<file path="src/rtl/alu.sv">
// alu: RV32I execute-stage ALU with branch-condition flag and EX/MEM output register
//   clk         in   1   rising-edge clock
//   reset       in   1   synchronous active-high reset (clears registered outputs only)
//   SrcAE       in   32  operand A (rs1 or PC)
//   SrcBE       in   32  operand B (rs2 or immediate)
//   ALUControlE in   5   operation select
//   funct3E     in   3   branch compare select
//   ALUResultE  out  32  combinational result
//   Carry       out  1   combinational adder carry-out (ADD/SUB only)
//   ZeroE       out  1   combinational branch-taken flag
//   ALUResultQ  out  32  registered ALUResultE
//   CarryQ      out  1   registered Carry
//   ZeroQ       out  1   registered ZeroE
module alu #(
    parameter int XLEN = 32
) (
    input  logic            clk,
    input  logic            reset,
    input  logic [XLEN-1:0] SrcAE,
    input  logic [XLEN-1:0] SrcBE,
    input  logic [4:0]      ALUControlE,
    input  logic [2:0]      funct3E,
    output logic [XLEN-1:0] ALUResultE,
    output logic            Carry,
    output logic            ZeroE,
    output logic [XLEN-1:0] ALUResultQ,
    output logic            CarryQ,
    output logic            ZeroQ
);
    logic            w_sub;
    logic [XLEN-1:0] w_b;
    logic [XLEN:0]   w_sum;
    logic [4:0]      w_shamt;
    logic            w_slt;
    logic            w_sltu;
    logic [XLEN-1:0] w_sra;

    // One adder serves both ADD and SUB: A + ~B + 1 yields the no-borrow carry for SUB
    assign w_sub   = ALUControlE == 5'b00001;
    assign w_b     = w_sub ? ~SrcBE : SrcBE;
    assign w_sum   = {1'b0, SrcAE} + {1'b0, w_b} + {{XLEN{1'b0}}, w_sub};
    assign w_shamt = SrcBE[4:0];
    assign w_slt   = $signed(SrcAE) < $signed(SrcBE);
    assign w_sltu  = SrcAE < SrcBE;
    assign w_sra   = $signed(SrcAE) >>> w_shamt;
    assign Carry   = (ALUControlE == 5'b00000 || w_sub) ? w_sum[XLEN] : 1'b0;

    always_comb begin
        case (ALUControlE)
            5'b00000, 5'b00001: ALUResultE = w_sum[XLEN-1:0];
            5'b00010:           ALUResultE = SrcAE & SrcBE;
            5'b00011:           ALUResultE = SrcAE | SrcBE;
            5'b00100:           ALUResultE = SrcAE ^ SrcBE;
            5'b00101:           ALUResultE = {{(XLEN-1){1'b0}}, w_slt};
            5'b00110:           ALUResultE = {{(XLEN-1){1'b0}}, w_sltu};
            5'b00111:           ALUResultE = SrcAE << w_shamt;
            5'b01000:           ALUResultE = SrcAE >> w_shamt;
            5'b01001:           ALUResultE = w_sra;
            5'b01010:           ALUResultE = SrcBE;
            default:            ALUResultE = '0;
        endcase
    end

    // Branch flag is decoded from funct3 alone, independent of the ALU operation
    always_comb begin
        case (funct3E)
            3'b000:  ZeroE = SrcAE == SrcBE;
            3'b001:  ZeroE = SrcAE != SrcBE;
            3'b100:  ZeroE = w_slt;
            3'b101:  ZeroE = !w_slt;
            3'b110:  ZeroE = w_sltu;
            3'b111:  ZeroE = !w_sltu;
            default: ZeroE = 1'b0;
        endcase
    end

    always_ff @(posedge clk) begin
        if (reset) begin
            ALUResultQ <= '0;
            CarryQ     <= 1'b0;
            ZeroQ      <= 1'b0;
        end else begin
            ALUResultQ <= ALUResultE;
            CarryQ     <= Carry;
            ZeroQ      <= ZeroE;
        end
    end
endmodule

</file>
<file path="config.mk">
export PLATFORM = sky130hd
export DESIGN_NAME = alu
export DESIGN_NICKNAME = d
export VERILOG_FILES = /design/src/rtl/alu.sv
export SDC_FILE = /design/constraint.sdc
export NUM_CORES = 1
export LEC_CHECK = 0
export CORE_MARGIN = 1
export CORE_UTILIZATION = 45
export CTS_BUF_LIST = sky130_fd_sc_hd__clkbuf_16
export CTS_CLUSTER_SIZE = 20
export DETAILED_ROUTE_END_ITERATION = 10
export HOLD_SLACK_MARGIN = 0.12
export PLACE_DENSITY = 0.67
export SLEW_MARGIN = 20
export SYNTH_ARGS = -nofsm -noshare
export SYNTH_HDL_FRONTEND = slang
export SYNTH_SLANG_ARGS = --single-unit
</file>
<file path="constraint.sdc">
create_clock -name clk -period 8.9 [get_ports clk]
set_clock_uncertainty 0.1 [all_clocks]
set_input_delay 1.78 -clock clk [delete_from_list [all_inputs] [get_ports clk]]
set_output_delay 1.78 -clock clk [all_outputs]
set_load 0.005 [all_outputs]
</file>
==> results.toml <==
[outcome]
status = "complete, no violations"

[finish]
synthToLayoutAreaGrowth_pct = 17.1
mostFrequentLayoutCells = "sky130_fd_sc_hd__nand2_1 (141), sky130_fd_sc_hd__clkdlybuf4s50_1 (137), sky130_fd_sc_hd__ha_1 (134)"
layout-drive-gt1-share_pct = 10.9
postLayoutCellArea_um2 = 12300
nFillCells = 2244
fin_nets = 1650
final_common_cell = "sky130_fd_sc_hd__nand2_1"

[clock_network]
cts-resized-gates = 0
path_clk_slew_ns = 0.06
cts.root.buffer_cell = "sky130_fd_sc_hd__clkbuf_16"
clock_tree.htree_level_count = 2
clock_buffers_created_by_tritoncts = 5
postCtsSetupRepairBufs = 0
clock_tree.buffer_depth = 2
ctsHoldBuffers = 0
cts.sink_count = 34
tritoncts = "built"

[worst_setup_path]
critical_path_depth = 13
timing.critical_path.buf_inv = 3
timing.critical_path.to_type = "primary output"
worst_ep_required_time_ns = 7.02
cp_slowest_cell = "sky130_fd_sc_hd__clkdlybuf4s50_1"
worstPathMaxFanout = 17
critical_path_class = "input pin to primary output"
worst_path_most_repeated_cell = "sky130_fd_sc_hd__clkdlybuf4s50_1"
crit_start = "ALUControlE[4]"
cp_data_arrival_time_ns = 6.34
timing.critical_path.from_type = "input pin"
worstPathCellList = "clkdlybuf4s50_1 -> nor4_2 -> nand2_2 -> buf_4 -> xnor2_1 -> ha_1 -> a211o_1 -> a21oi_1 -> o21ai_0 -> o31a_1 -> or3_1 -> nand3_1 -> clkdlybuf4s50_1"
critical-path-max-stage-delay_ns = 0.60
critPathCapture = "ALUResultE[30]"
timing.critical_path.max_delay_family = "buffers and inverters"

[route]
route.antenna.remaining_nets = 0
postRouteWirelength_mm = 47.0
drt_first_pass_iters = 6
post_route_drc = 0
routed-via-count = 11840
route.detailed.vias_per_inst = 6.75
avgRoutedWirePerCell_um = 26.8
drt_iter0_drc = 1496

[timing]
period_share_pct = 92.4
timing.max_slew.rel_slack_pct = 20.0
timing.final.crit_period_ns = 8.22
rsz0062_at_grt = "no"
timing_hold_violations_final = 0
setup_viol = 0
totalNegativeSetupSlack_ns = 0
timing_worst_slew_pin_value_ns = 1.19
timing.fmax_mhz = 122
finalMaxSlewViolations = 0

[synthesis]
ys_seq_elements = 34
netlist_top_cells_area = "sky130_fd_sc_hd__ha_1 (16%), sky130_fd_sc_hd__mux4_2 (15%), sky130_fd_sc_hd__dfxtp_1 (6.5%)"
synth_async_sr_flop_share_pct = 0
cell_area_after_synthesis_um2 = 10500
synth_cells = 1353
dominantRegCellSynth = "sky130_fd_sc_hd__dfxtp_1"
postSynthAreaPerCell_um2 = 7.76
yosysUniqueCellTypes = 84
mappedNetlistNets = 1562
yosys.area.top_type = "sky130_fd_sc_hd__ha_1"
synth_edf_count = 0
ys_seq_area_share_pct = 6.48
synth_top_cell_area_share_pct = 16.0
yosysWarningCount = 0

[grt]
via_count_of_the_first_global_routing_pass = 11208
antenna_found_initial = 1
gr-total-overflow = 0
grt_pass1_wl_mm = 70.0
gr-usage-all-layers_pct = 39.0
grt_max_degree = 62

[power]
clock_share_of_power_pct = 17.7
switching_share_pct = 46.6
power.switching_mw = 0.467
share_seq_of_total_power_pct = 16.2
power_density_over_the_cells_nw_per_um2 = 81.5
p_int_mw = 0.536
p_leak_nw = 5.07
vdd_ir_drop_max_mv = 0.0554
pwr-share-comb_pct = 66.1

[hold_path]
holdCritStartpoint = "SrcBE[2]"
worstHoldPathType = "input pin to register"

[floorplanning]
ios = 142
coreArea_um2 = 22800
die_height_um = 155
fp.dieArea_um2 = 23900
floorplan.initialDensity_pct = 46.1
overall_die_width_um = 155
rows = 55

[placement]
post_dp_cell_area_um2 = 12200
gp_congestion = 1.02
placement.io_buffers = 141
detailedPlacementHpwl_mm = 36.5

[flow_run]
max_cap_violations = 0
## cells by family (layout without fill, tap and decap cells)
kind of cell	count (synthesis)	count (layout)	share of synthesized area [%]
AO/OA/AOI/OAI	379	379	25.4
XOR/XNOR	40	40	3.34
adder cells (fa/ha/maj)	135	135	16.2
buffers and inverters	186	274	7.35
flip-flops	34	34	6.48
multiplexers	122	122	20.2
other	0	1	0
AND/OR/NAND/NOR	457	457	21.1
## per-stage QoR
| step | instances | util, % | total power, mW | worst slack [ns] | hold WS, ns |
|---|---|---|---|---|---|
| 2_1_floorplan | 1353 | - | 0.560 | 1.56 | 1.80 |
| 5_1_grt | 1754 | 54.0 | 1.06 | 0.393 | 1.99 |
| 4_1_cts | 1754 | 54.0 | 0.990 | 0.707 | 1.96 |
| 3_5_place_dp | 1747 | 53.4 | 0.807 | 0.739 | 2.26 |
| 3_3_place_gp | 1747 | 53.4 | 0.808 | 0.869 | 2.26 |
| 6_report | 1755 | 54.0 | 1.00 | 0.675 | 1.96 |
## power groups by stage
stage / Combinational (mW) / Sequential [mW] / Clock, mW
after detailed placement: 0.641 / 0.166 / 0
final: 0.663 / 0.162 / 0.178
after floorplan: 0.393 / 0.167 / 0
after global routing: 0.706 / 0.163 / 0.189
after global placement: 0.642 / 0.166 / 0
after CTS: 0.646 / 0.163 / 0.182
## registers in the layout (all words and copies together) (netlist names)
name        flops
ALUResultQ     32
CarryQ          1
ZeroQ           1
## area by class of cell
type | instances | area [um^2] | share of cell area, %
antenna | 1 | 2.50 | 0.0203
clock buffer | 5 | 125 | 1.02
clock inverter | 2 | 10.0 | 0.0814
inverter | 85 | 319 | 2.59
multi-input combinational | 1133 | 9060 | 73.7
sequential | 34 | 681 | 5.53
tap | 313 | 392 | 3.18
timing repair buffer | 182 | 1700 | 13.9
## Yosys cell counts, types with 9 or more instances
| cell | instances |
|---|---|
| sky130_fd_sc_hd__mux4_2 | 71 |
| sky130_fd_sc_hd__nand2_1 | 142 |
| sky130_fd_sc_hd__a21oi_1 | 83 |
| sky130_fd_sc_hd__nor3_1 | 28 |
| sky130_fd_sc_hd__o21bai_1 | 10 |
| sky130_fd_sc_hd__a22oi_1 | 14 |
| sky130_fd_sc_hd__nand3_1 | 47 |
| sky130_fd_sc_hd__a31oi_1 | 19 |
| sky130_fd_sc_hd__ha_1 | 134 |
| sky130_fd_sc_hd__nor4_1 | 19 |
| sky130_fd_sc_hd__nand4_1 | 17 |
| sky130_fd_sc_hd__o21ai_0 | 65 |
| sky130_fd_sc_hd__a21o_1 | 19 |
| sky130_fd_sc_hd__a211o_1 | 9 |
| sky130_fd_sc_hd__inv_1 | 84 |
| sky130_fd_sc_hd__nor2b_1 | 13 |
| sky130_fd_sc_hd__o22ai_1 | 12 |
| sky130_fd_sc_hd__a211oi_1 | 20 |
| sky130_fd_sc_hd__nor2_1 | 105 |
| sky130_fd_sc_hd__nand2b_1 | 12 |
| sky130_fd_sc_hd__dfxtp_1 | 34 |
| sky130_fd_sc_hd__mux2_2 | 9 |
| sky130_fd_sc_hd__o2111ai_1 | 9 |
| sky130_fd_sc_hd__buf_2 | 17 |
| sky130_fd_sc_hd__mux2i_1 | 41 |
| sky130_fd_sc_hd__clkbuf_1 | 66 |
| sky130_fd_sc_hd__a221oi_1 | 12 |
| sky130_fd_sc_hd__xnor2_1 | 34 |
| sky130_fd_sc_hd__o211ai_1 | 15 |
| sky130_fd_sc_hd__or3_1 | 14 |
| sky130_fd_sc_hd__and2_1 | 18 |
| sky130_fd_sc_hd__and3_1 | 13 |
## how the worst min path moves through the flow
stage                      to  cells after the start
3_3_place_gp    ALUResultQ[2]                      3
6_report        ALUResultQ[2]                      3
2_1_floorplan  ALUResultQ[21]                      1
4_1_cts         ALUResultQ[2]                      3
5_1_grt         ALUResultQ[2]                      3
3_5_place_dp    ALUResultQ[2]                      3
## layer usage
metal / part of all wire (%) / global-route usage, % / vias to the layer above
met4: 5.3 / 18.6 / 0
met2: 45 / 61.2 / 734
met5: 0 / 0 / -
met3: 9.7 / 8.21 / 142
li1: - / - / 5289
met1: 41 / 51.0 / 5675
No activity file was read; power rests on OpenSTA's default activity.
